--- config.mk ---
export PLATFORM = sky130hd
export DESIGN_NAME = multicycle_control
export DESIGN_NICKNAME = d
export VERILOG_FILES = /design/src/rtl/multicycle_control.sv
export SDC_FILE = /design/constraint.sdc
export NUM_CORES = 1
export LEC_CHECK = 0
export BUFFER_PORTS_ARGS = -buffer_cell sky130_fd_sc_hd__buf_4
export CAP_MARGIN = 20
export CORE_MARGIN = 4
export CORE_UTILIZATION = 40
export CTS_BUF_LIST = sky130_fd_sc_hd__clkbuf_16
export CTS_CLUSTER_SIZE = 8
export DETAILED_ROUTE_END_ITERATION = 8
export HOLD_SLACK_MARGIN = 0.05
export PLACE_DENSITY = 0.73
export SYNTH_ARGS = -nofsm -noshare
export SYNTH_HDL_FRONTEND = slang
export SYNTH_SLANG_ARGS = --single-unit
--- constraint.sdc ---
create_clock -name clk -period 4.15 [get_ports clk]
set_input_delay 0.415 -clock clk [delete_from_list [all_inputs] [get_ports clk]]
set_output_delay 0.415 -clock clk [all_outputs]
set_load 0.02 [all_outputs]
--- src/rtl/multicycle_control.sv ---
`default_nettype none
// ============================================================================
//  Module      : multicycle_control
//  Description : Moore control FSM for a shared multicycle MIPS datapath
//                (R-type, lw, sw, beq, addi, j). One step per clock, stalls
//                on the mem_ready handshake, aborts to FETCH on wait timeout.
//                Optional macro BNE_EN adds bne (opcode 000101) via BRANCH.
//  Revision    : 1.0 - initial release
// ============================================================================
module multicycle_control #(
    parameter int MEM_WAIT_MAX = 15
) (
    input  logic       clk,
    input  logic       reset,
    input  logic [5:0] opcode,
    input  logic       zero,
    input  logic       mem_ready,
    output logic       IorD,
    output logic       MemRead,
    output logic       MemWrite,
    output logic       IRWrite,
    output logic       RegDst,
    output logic       MemToReg,
    output logic       RegWrite,
    output logic       AluSrcA,
    output logic [1:0] AluSrcB,
    output logic [1:0] AluOp,
    output logic [1:0] PCSrc,
    output logic       pc_en,
    output logic       instr_done,
    output logic       illegal_op,
    output logic       mem_timeout,
    output logic [3:0] state
);

    localparam int                 c_CNT_W      = $clog2(MEM_WAIT_MAX + 1);
    localparam logic [c_CNT_W-1:0] c_WAIT_LIMIT = c_CNT_W'(MEM_WAIT_MAX);
    localparam logic [c_CNT_W-1:0] c_CNT_ONE    = c_CNT_W'(1);

    localparam logic [5:0] c_OP_RTYPE = 6'b000000;
    localparam logic [5:0] c_OP_LW    = 6'b100011;
    localparam logic [5:0] c_OP_SW    = 6'b101011;
    localparam logic [5:0] c_OP_BEQ   = 6'b000100;
    localparam logic [5:0] c_OP_ADDI  = 6'b001000;
    localparam logic [5:0] c_OP_J     = 6'b000010;
`ifdef BNE_EN
    localparam logic [5:0] c_OP_BNE   = 6'b000101;
`endif

    typedef enum logic [3:0] {
        FETCH  = 4'd0,
        DECODE = 4'd1,
        MEMADR = 4'd2,
        MEMRD  = 4'd3,
        MEMWB  = 4'd4,
        MEMWR  = 4'd5,
        EXEC   = 4'd6,
        ALUWB  = 4'd7,
        BRANCH = 4'd8,
        ADDIEX = 4'd9,
        ADDIWB = 4'd10,
        JUMP   = 4'd11
    } state_t;

    // Pure state-decoded controls; the handshake-gated ones are built below.
    typedef struct packed {
        logic       iorD;
        logic       memRead;
        logic       memWrite;
        logic       regDst;
        logic       memToReg;
        logic       regWrite;
        logic       aluSrcA;
        logic [1:0] aluSrcB;
        logic [1:0] aluOp;
        logic [1:0] pcSrc;
    } ctrl_t;

    state_t              r_state;
    state_t              w_nextState;
    ctrl_t               r_ctrl;
    logic [c_CNT_W-1:0]  r_waitCnt;
    logic                w_waiting;
    logic                w_timeout;
    logic                w_illegal;
    logic                w_branchTake;
    logic                w_run;

    // Control word for a given state; unlisted fields stay 0.
    function automatic ctrl_t decodeCtrl(input state_t s);
        ctrl_t c;
        c = '0;
        case (s)
            FETCH: begin
                c.memRead = 1'b1;
                c.aluSrcB = 2'b01;
            end
            DECODE: c.aluSrcB = 2'b11;
            MEMADR: begin
                c.aluSrcA = 1'b1;
                c.aluSrcB = 2'b10;
            end
            MEMRD: begin
                c.iorD    = 1'b1;
                c.memRead = 1'b1;
            end
            MEMWB: begin
                c.memToReg = 1'b1;
                c.regWrite = 1'b1;
            end
            MEMWR: begin
                c.iorD     = 1'b1;
                c.memWrite = 1'b1;
            end
            EXEC: begin
                c.aluSrcA = 1'b1;
                c.aluOp   = 2'b10;
            end
            ALUWB: begin
                c.regDst   = 1'b1;
                c.regWrite = 1'b1;
            end
            BRANCH: begin
                c.aluSrcA = 1'b1;
                c.aluOp   = 2'b01;
                c.pcSrc   = 2'b01;
            end
            ADDIEX: begin
                c.aluSrcA = 1'b1;
                c.aluSrcB = 2'b10;
            end
            ADDIWB: c.regWrite = 1'b1;
            JUMP:   c.pcSrc = 2'b10;
            default: c = '0;
        endcase
        return c;
    endfunction

    // Memory-wait bookkeeping: only the three handshake states can stall.
    assign w_waiting = ((r_state == FETCH) || (r_state == MEMRD) || (r_state == MEMWR))
                       && !mem_ready;
    assign w_timeout = w_waiting && (r_waitCnt == c_WAIT_LIMIT);

`ifdef BNE_EN
    logic r_branchNe;
    assign w_branchTake = r_branchNe ? ~zero : zero;
`else
    assign w_branchTake = zero;
`endif

    // Next-state selection from current state, opcode and handshake.
    always_comb begin
        w_nextState = r_state;
        w_illegal   = 1'b0;
        case (r_state)
            FETCH:  if (mem_ready) w_nextState = DECODE;
            DECODE: begin
                case (opcode)
                    c_OP_LW, c_OP_SW: w_nextState = MEMADR;
                    c_OP_RTYPE:       w_nextState = EXEC;
                    c_OP_BEQ:         w_nextState = BRANCH;
                    c_OP_ADDI:        w_nextState = ADDIEX;
                    c_OP_J:           w_nextState = JUMP;
`ifdef BNE_EN
                    c_OP_BNE:         w_nextState = BRANCH;
`endif
                    default: begin
                        w_illegal   = 1'b1;
                        w_nextState = FETCH;
                    end
                endcase
            end
            MEMADR: w_nextState = (opcode == c_OP_LW) ? MEMRD : MEMWR;
            MEMRD:  if (mem_ready) w_nextState = MEMWB;
            MEMWR:  if (mem_ready) w_nextState = FETCH;
            EXEC:   w_nextState = ALUWB;
            ADDIEX: w_nextState = ADDIWB;
            MEMWB, ALUWB, BRANCH, ADDIWB, JUMP: w_nextState = FETCH;
            default: w_nextState = FETCH;
        endcase
        // A timeout abandons the instruction; from FETCH this is a retry.
        if (w_timeout) w_nextState = FETCH;
    end

    // State, registered control word, wait counter and branch-sense flag.
    always_ff @(posedge clk) begin
        if (reset) begin
            r_state   <= FETCH;
            r_ctrl    <= decodeCtrl(FETCH);
            r_waitCnt <= '0;
`ifdef BNE_EN
            r_branchNe <= 1'b0;
`endif
        end else begin
            r_state <= w_nextState;
            r_ctrl  <= decodeCtrl(w_nextState);
            if ((w_nextState != r_state) || w_timeout) begin
                r_waitCnt <= '0;
            end else if (w_waiting) begin
                r_waitCnt <= r_waitCnt + c_CNT_ONE;
            end
`ifdef BNE_EN
            // BRANCH always lasts one cycle, so this also clears on leaving it.
            r_branchNe <= (r_state == DECODE) && (opcode == c_OP_BNE);
`endif
        end
    end

    // Reset holds every output low, including the handshake-gated enables.
    assign w_run = ~reset;

    assign IorD     = r_ctrl.iorD     & w_run;
    assign MemRead  = r_ctrl.memRead  & w_run;
    assign MemWrite = r_ctrl.memWrite & ~w_timeout & w_run;
    assign RegDst   = r_ctrl.regDst   & w_run;
    assign MemToReg = r_ctrl.memToReg & w_run;
    assign RegWrite = r_ctrl.regWrite & w_run;
    assign AluSrcA  = r_ctrl.aluSrcA  & w_run;
    assign AluSrcB  = r_ctrl.aluSrcB  & {2{w_run}};
    assign AluOp    = r_ctrl.aluOp    & {2{w_run}};
    assign PCSrc    = r_ctrl.pcSrc    & {2{w_run}};

    assign IRWrite = w_run && (r_state == FETCH) && mem_ready;
    assign pc_en   = w_run && (((r_state == FETCH) && mem_ready)
                               || (r_state == JUMP)
                               || ((r_state == BRANCH) && w_branchTake));

    assign instr_done = w_run && ((r_state == MEMWB) || (r_state == ALUWB)
                                  || (r_state == ADDIWB) || (r_state == BRANCH)
                                  || (r_state == JUMP)
                                  || ((r_state == MEMWR) && mem_ready));

    assign illegal_op  = w_run && w_illegal;
    assign mem_timeout = w_run && w_timeout;
    assign state       = w_run ? 4'(r_state) : 4'd0;

endmodule
`default_nettype wire

==> results of run 1 <==
cell usage in the layout (no fill, tap or decap), types with 4 or more instances in the layout:
cell	n
or3_1	5
buf_4	31
o21ai_0	5
nor4_1	5
nor3_1	18
nor2_1	17
xor2_1	5
nor2b_1	16
dfxtp_1	21
nand2_1	6
a21oi_1	8
inv_1	4
power breakdown:
group	internal, uW	switching [uW]
clock	129	71.1
combinational	28.9	38.7
sequential	206	5.05
total	364	115
critical path: stages (launching register included):
cell and delay [ns]:
dfxtp_1 0.71, xnor2_1 0.22, mux2_4 0.33, and4_4 0.21
or3_1 0.50, a2111o_1 0.51, nor3_1 0.20
final timing paths:
kind | from | to | slack (ns) | depth (start not counted)
worst max register to register | r_state[1] | r_waitCnt[0] | 1.40 | 6
worst min-delay path | opcode[4] | r_ctrl[3] | 0.49 | 3
worst min register to register | r_waitCnt[2] | r_waitCnt[2] | 0.57 | 2
worst max-delay path | r_state[1] | r_waitCnt[0] | 1.40 | 6
layer usage:
| metal | part of all wire [%] | GRT usage, % | vias to the layer above |
|---|---|---|---|
| met1 | 46 | 18.9 | 558 |
| li1 | - | - | 651 |
| met3 | 7.3 | 3.88 | 2 |
| met4 | 0.40 | 2.28 | 0 |
| met5 | 0 | 0 | - |
| met2 | 46 | 24.6 | 41 |
sequential cells by signal, summed over array words and instances, names as in the netlist:
register / count
r_waitCnt: 4
r_ctrl: 13
r_state: 4
per-stage QoR:
step           worst slack [ns]  hold WS [ns]  total power, uW  cells  util [%]
5_1_grt                    1.13         0.497              502    236      49.1
3_5_place_dp               1.43         0.554              282    232      46.7
2_1_floorplan              1.78         0.520              264    169         -
4_1_cts                    1.42         0.486              480    236      49.1
6_report                   1.40         0.487              479    236      49.1
3_3_place_gp               1.48         0.538              282    232      46.7
logic make-up after synthesis:
group	after synthesis
buffers and inverters	18
flip-flops	21
XOR/XNOR	6
AO/OA/AOI/OAI	31
AND/OR/NAND/NOR	88
adder cells (fa/ha/maj)	1
multiplexers	4
layout make-up:
type	count	area, um^2	area share [%]
Tap cell	46	57.6	3.51
Clock buffer	3	75.1	4.58
Clock inverter	1	5.00	0.306
Sequential cell	21	420	25.7
Inverter	4	15.0	0.917
Multi-Input combinational cell	130	832	50.8
Timing Repair Buffer	31	233	14.2
==> results.cfg, run 1 <==
[job]
cap_viol_max_count = 0

[sta]
fin_tns_setup_ns = 0
finalCriticalPeriod_ns = 2.75
setup_violations = 0
slew_headroom_pct = 52.4
fin_crit_sh_pct = 66.2
finClkSkew_ns = 0.00122
hold_viol = 0
fmax_mhz = 364
drv_slew = 0
worstMarginPinSlew_ns = 0.709
rsz0062_at_grt = no

[synth]
synthArstFlopShare_pct = 0
synth_top_area_share_pct = 30.2
synth_top_area_cell = dfxtp_1
synth_mux_area_share_pct = 3.24
ys_types = 49
syn_area_mm2 = 0.00139
synth_seq_area_share_pct = 30.2
ys_ff_latch = 21
synth_xor_area_share_pct = 3.78
yosys-top-cells-area = dfxtp_1 (30%), nor2b_1 (7.2%), nor3_1 (6.5%)
synth_warnings = 0
ys.flop_type = dfxtp_1
syn-instance-count = 169
synth-edff-count = 0
yosys-top-cells-count = dfxtp_1 (21), nor3_1 (18), nor2_1 (17), nor2b_1 (16), a21oi_1 (8)
synth_compound_area_share_pct = 15.2
synth.avg_cell_area_um2 = 8.23
synth_top_family_by_area = simple AND/OR/NAND/NOR gates
syn-num-nets = 180
yosys.area_share.adder_pct = 0.899
synth-simple-area-share_pct = 36.7
synth_most_common_cell = dfxtp_1

[clock_tree]
cts_setup_buffers = 0
cts_resized = 0
clk_latency_ns = 0.25
htree_levels = 1
cts.reportedPaths.clkPinSlew_ns = 0.06
numCtsBuffers = 3
clock-root-buffer = clkbuf_16
clockBufferDepth = 2
clock-sinks = 21
cts_tree = done
hold_buffers = 0

[worst_setup_path]
end_kind = flip-flop
startpoint_type = flip-flop
critPathMaxFanout = 20
worstSetupPathType = flip-flop to flip-flop
worstPathArrival_ns = 2.92
critPathRequiredTime_ns = 4.32

[floorplanning]
coreArea_mm2 = 0.00334
rows = 21
die_y_um = 67.0
ios = 32
start_util_pct = 41.7
die_area_mm2 = 0.00449
die_width_um = 67.0

[pwr]
leakage_uw = 0.000662
peakVddDrop_uv = 207
p_per_area_mw_per_mm2 = 292

[detailed_routing]
viasPerCell = 5.31
post_drt_wl_per_cell_um = 12.8
ant_nets = 0
wl_um = 3030
vias = 1252
first_pass_iters = 4
drt_iter0_drc = 96
drt_drc_violations_left = 0

[place]
hpwl_um = 2170
place.gp.congestion = 0.786
port_buffers = 31
place_area_mm2 = 0.00156

[grt]
grt_overflow = 0
grt_usage_pct = 14.6
grt_pass1_vias = 1090
grt_pass1_wl_um = 5170
antenna_found_initial = 0
grt_max_degree = 32

[layout]
drive_above_1_share_pct = 24.2
fin_area_mm2 = 0.00164
fill_cells = 328
diodes = 0
nNetsFinal = 202
syn_to_final_growth_pct = 17.7

[status]
status = complete, no violations

[worst_hold_path]
hold_class = input pin to flip-flop
(Power assumes the default switching activity.)
==> inputs of run 2 (changes only) <==
--- a/config.mk
+++ b/config.mk
@@ -13,7 +13,7 @@
 export CTS_CLUSTER_SIZE = 8
 export DETAILED_ROUTE_END_ITERATION = 8
 export HOLD_SLACK_MARGIN = 0.05
-export PLACE_DENSITY = 0.73
+export PLACE_DENSITY = 0.76
 export SYNTH_ARGS = -nofsm -noshare
 export SYNTH_HDL_FRONTEND = slang
 export SYNTH_SLANG_ARGS = --single-unit
==> constraint.sdc (replaced) <==
create_clock -name clk -period 2.4 [get_ports clk]
set_input_delay 0.24 -clock clk [delete_from_list [all_inputs] [get_ports clk]]
set_output_delay 0.24 -clock clk [all_outputs]
set_load 0.02 [all_outputs]
==> run 2 against run 1 <==
Worst hold slack worse by 0.18 ns; final area is 7.4% higher; non-clock buffer count is 15 higher; worst setup slack worse by 1.2 ns; wire length is 12% higher; power is 76% higher; sequential share of layout area is 1.6 points lower; die area stayed put; first-iteration DRC count is 11% lower; critical path depth stayed put; register-to-register slack worse by 1.2 ns; critical path type unchanged; critical endpoint is now r_waitCnt[1]; largest power group unchanged.
==> results.cfg, run 2 (synthesis results as in run 1) <==
[worst_setup_path]
startpoint_type = flip-flop
reg2reg_slack_ns = 0.16
ff2ff_path_depth = 6
worstPathArrival_ns = 2.41
critPathMaxFanout = 5
worstSetupPathType = flip-flop to flip-flop
critPathRequiredTime_ns = 2.57
reg2reg_from = r_state[2]
r2r_end = r_waitCnt[1]
end_kind = flip-flop

[layout]
diodes = 0
top_register = r_ctrl
largest_reg_flops = 13
layout_common_cells = buf_4 (46), dfxtp_1 (19), nor3_1 (18)
final_common_cell = buf_4
top_regs = r_ctrl (13), r_state (4), r_waitCnt (4)
fin_area_mm2 = 0.00176
syn_to_final_growth_pct = 26.4
drive_above_1_share_pct = 31.2
nNetsFinal = 217

[worst_hold_path]
hold_end = r_ctrl[3]
hold_start = opcode[4]
hold_class = input pin to flip-flop
hold_path_depth = 3

[sta]
whs_ns = 0.311
rsz0062_at_grt = no
setup_ws_ns = 0.160
hold_viol = 0
drv_slew = 0
fmax_mhz = 446
finalCriticalPeriod_ns = 2.24
worstMarginPinSlew_ns = 0.518
fin_tns_setup_ns = 0
setup_violations = 0
finClkSkew_ns = 0.000791
slew_headroom_pct = 65.3
fin_crit_sh_pct = 93.3

[place]
port_buffers = 31
place_area_mm2 = 0.00166
place.gp.congestion = 0.830
dp_slack_ns = 0.0587
hpwl_um = 2540

[grt]
antenna_found_initial = 0
grt_max_degree = 32
use_met3_pct = 4.55
use_met2_pct = 26.1
met1_usage_pct = 19.1
grt_pass1_vias = 1170
grt_pass1_wl_um = 5490
grt_usage_pct = 15.9
grt_overflow = 0
grt_busiest_layer = met2

[pwr]
p_per_area_mw_per_mm2 = 478
p_sw_uw = 201
peakVddDrop_uv = 234
combPwrFrac_pct = 16.1
leakage_uw = 0.000742
intPower_uw = 639
p_total_uw = 840
p_seq_share_pct = 42.9
switching_share_pct = 24.0
clockPowerShare_pct = 41.0

[status]
status = complete, no violations

[floorplanning]
ios = 32
rows = 21
die_width_um = 67.0
coreArea_mm2 = 0.00334
start_util_pct = 41.7
die_area_mm2 = 0.00449
die_y_um = 67.0

[detailed_routing]
drt_iter0_drc = 85
first_pass_iters = 4
viasPerCell = 5.41
drt_drc_violations_left = 0
wl_um = 3380
vias = 1359
post_drt_wl_per_cell_um = 13.5
ant_nets = 0

[clock_tree]
htree_levels = 1
cts.reportedPaths.clkPinSlew_ns = 0.05
numCtsBuffers = 3
cts_tree = done
clockBufferDepth = 2
clock-sinks = 21
clk_latency_ns = 0.25
clock-root-buffer = clkbuf_16

[job]
cap_viol_max_count = 0
run 2: changes by cell type in the layout (fill, tap and decap cells not counted), sizes merged:
| cell | delta |
|---|---|
| buf | +15 |
run 2: stage by stage:
stage | util [%] | instances
finish | 52.7 | 251
global placement | 49.8 | 246
CTS | 52.2 | 250
floorplan | - | 169
detailed placement | 49.8 | 246
global route | 52.7 | 251
run 2: layout make-up:
type	instances	area (um^2)
clock buffer	3	75.1
clock inverter	1	5.00
fill	325	1580
inverter	4	15.0
multi-input combinational	130	838
sequential	21	423
tap	46	57.6
timing repair buffer	46	345
run 2: what timing repair did:
action	in CTS	in global routing
resized for setup	0	3
endpoints found under the setup margin	0	7
setup buffers	0	1
hold buffers	0	0
run 2: critical path, stage by stage (launching register included):
cell	delay (ns)
dfxtp_1	0.34
or4b_4	0.58
nor3_2	0.13
a32oi_1	0.14
or3_1	0.36
a2111o_1	0.43
nor3_1	0.19
run 2: worst max path at each step:
stage,start,to
final,r_state[2],r_waitCnt[1]
after global routing,r_state[2],r_waitCnt[0]
after CTS,r_state[0],r_waitCnt[1]
after detailed placement,r_state[0],r_waitCnt[3]
after global placement,r_state[0],r_waitCnt[1]
after floorplan,r_state[2],r_waitCnt[3]
run 2: layer usage:
metal	vias to the layer above	wire, um
met2	56	1590
li1	685	-
met4	0	65
met1	609	1450
met5	-	0
met3	9	264
run 2: power groups by stage:
stage	logic (uW)	registers, uW	clock network, uW
final	135	361	345
after global routing	148	361	369
after CTS	134	361	348
after detailed placement	133	368	0
after global placement	132	368	0
after floorplan	91.1	365	0
==> inputs of run 3 (changes only) <==
--- a/config.mk
+++ b/config.mk
@@ -8,12 +8,11 @@
 export BUFFER_PORTS_ARGS = -buffer_cell sky130_fd_sc_hd__buf_4
 export CAP_MARGIN = 20
 export CORE_MARGIN = 4
-export CORE_UTILIZATION = 40
-export CTS_BUF_LIST = sky130_fd_sc_hd__clkbuf_16
+export CORE_UTILIZATION = 45
 export CTS_CLUSTER_SIZE = 8
 export DETAILED_ROUTE_END_ITERATION = 8
 export HOLD_SLACK_MARGIN = 0.05
-export PLACE_DENSITY = 0.76
+export PLACE_DENSITY = 0.82
 export SYNTH_ARGS = -nofsm -noshare
 export SYNTH_HDL_FRONTEND = slang
 export SYNTH_SLANG_ARGS = --single-unit
==> run 3 against run 2 <==
Utilization grew 6.1 points; clock-buffer cell count unchanged; register-to-register slack worse by 0.03 ns; wire length fell by 5.9%; sequential power about the same; clock skew is 0.00078 ns higher; via count decreased by 3.3%; final area shrank 4.7%; die area shrank 9.8%; maximum frequency down 1.9%; combinational power is 3% higher; critical path type is now flip-flop to output pin; critical endpoint is now IRWrite.
==> results.cfg, run 3 (synthesis results as in run 1) <==
[layout]
drive_above_1_share_pct = 31.0
multiInputGateArea_um2 = 842
layout_common_cells = buf_4 (44), dfxtp_1 (19), nor2_1 (17)
fill_cells = 277
final_common_cell = buf_4
top_regs = r_ctrl (13), r_state (4), r_waitCnt (4)
regArea_um2 = 423
largest_reg_flops = 13
top_register = r_ctrl
syn_to_final_growth_pct = 20.5
diodes = 0
nNetsFinal = 215

[sta]
hold_viol = 0
worstMarginPinSlew_ns = 0.554
setup_ws_ns = 0.116
rsz0062_at_grt = no
setup_violations = 0
fmax_mhz = 438
finClkSkew_ns = 0.00157
drv_slew = 0
finalCriticalPeriod_ns = 2.28
fin_crit_sh_pct = 95.2
fin_tns_setup_ns = 0
slew_headroom_pct = 62.8

[detailed_routing]
first_pass_iters = 4
met3WireLength_um = 131
wl_um = 3180
wl_met1_um = 1560
post_drt_wl_per_cell_um = 13.6
vias = 1314
viasPerCell = 5.62
drt_drc_violations_left = 0
maxUsedRoutingLayer = met4
wl_met2_um = 1470
ant_nets = 0
drt_iter0_drc = 51

[worst_setup_path]
worstSetupPathType = flip-flop to output pin
worstPathArrival_ns = 2.04
reg2reg_slack_ns = 0.13
critPathRequiredTime_ns = 2.16
critPathMaxFanout = 11
end_kind = output pin
r2r_end = r_waitCnt[0]
ff2ff_path_depth = 6
startpoint_type = flip-flop
reg2reg_from = r_state[1]

[pwr]
p_sw_uw = 186
intPower_uw = 479
clockPowerShare_pct = 25.1
peakVddDrop_uv = 237
p_seq_share_pct = 54.0
combPwrFrac_pct = 20.9
p_per_area_mw_per_mm2 = 397
switching_share_pct = 28.0
leakage_uw = 0.000707

[floorplanning]
die_y_um = 63.6
ios = 32
coreArea_mm2 = 0.00285
start_util_pct = 48.8
die_width_um = 63.6
die_area_mm2 = 0.00405
rows = 19

[clock_tree]
clockBufferDepth = 2
clock-root-buffer = clkbuf_4
htree_levels = 1
cts.reportedPaths.clkPinSlew_ns = 0.11
numCtsBuffers = 3
clk_latency_ns = 0.30
clock-sinks = 21
cts_tree = done

[place]
port_buffers = 31
dp_slack_ns = 0.0918
hpwl_um = 2350
place.gp.congestion = 0.864

[grt]
antenna_found_initial = 0
grt_max_degree = 32
grt_pass1_wl_um = 5200
grt_usage_pct = 15.6
grt_pass1_vias = 1122
grt_overflow = 0

[worst_hold_path]
hold_path_depth = 3
hold_class = input pin to flip-flop
hold_start = opcode[4]
hold_end = r_ctrl[3]

[job]
cap_viol_max_count = 0

[status]
status = complete, no violations
[run 3: final cells by class]
cell class | count | area share (%)
Clock buffer | 3 | 1.34
Inverter | 4 | 0.896
Timing Repair Buffer | 44 | 19.7
Clock inverter | 1 | 0.299
Multi-Input combinational cell | 130 | 50.2
Tap cell | 31 | 2.31
Sequential cell | 21 | 25.2
[run 3: per-stage QoR]
step | std cells | utilization (%) | hold slack (ns) | power [uW] | area [um^2]
after floorplan | 169 | - | 0.421 | 457 | 1390
after global placement | 229 | 57.1 | 0.534 | 501 | 1630
after detailed placement | 229 | 57.1 | 0.560 | 502 | 1630
after CTS | 233 | 58.1 | 0.235 | 666 | 1660
after global routing | 234 | 58.8 | 0.234 | 693 | 1680
final | 234 | 58.8 | 0.237 | 665 | 1680
[run 3: worst max path at each step]
stage | start | to | slack, ns | depth (start not counted)
finish | r_state[0] | IRWrite | 0.12 | 5
global route | r_state[1] | r_waitCnt[0] | 0.004 | 6
CTS | r_state[1] | r_waitCnt[0] | 0.06 | 6
detailed placement | r_state[1] | r_waitCnt[0] | 0.09 | 6
global placement | r_state[1] | r_waitCnt[1] | 0.14 | 6
floorplan | r_state[2] | r_waitCnt[3] | 0.03 | 8
[run 3: repair_timing]
| action | in CTS | in global routing |
|---|---|---|
| endpoints found under the hold margin | 0 | 0 |
| buffers inserted | 0 | 1 |
| endpoints found under the setup margin | 0 | 7 |
| hold buffers | 0 | 0 |
| resized for setup | 0 | 4 |
[run 3: power groups by stage]
| stage | clock, uW | sequential (uW) | combinational (uW) |
|---|---|---|---|
| finish | 167 | 359 | 139 |
| CTS | 171 | 359 | 136 |
| floorplan | 0 | 365 | 91.1 |
| detailed placement | 0 | 367 | 135 |
| global route | 181 | 360 | 151 |
| global placement | 0 | 367 | 134 |
[run 3: layer usage]
metal | GRT usage, % | up-vias
met5 | 0 | -
met4 | 1.89 | 0
met3 | 3.91 | 4
met2 | 25.3 | 27
met1 | 21.3 | 607
li1 | - | 676
[run 3: worst max-delay path, cell delays in order, from the launching register on]
cell,delay [ns]
dfxtp_2,0.35
buf_4,0.14
buf_4,0.16
or4b_2,0.60
nor3_1,0.29
buf_4,0.21
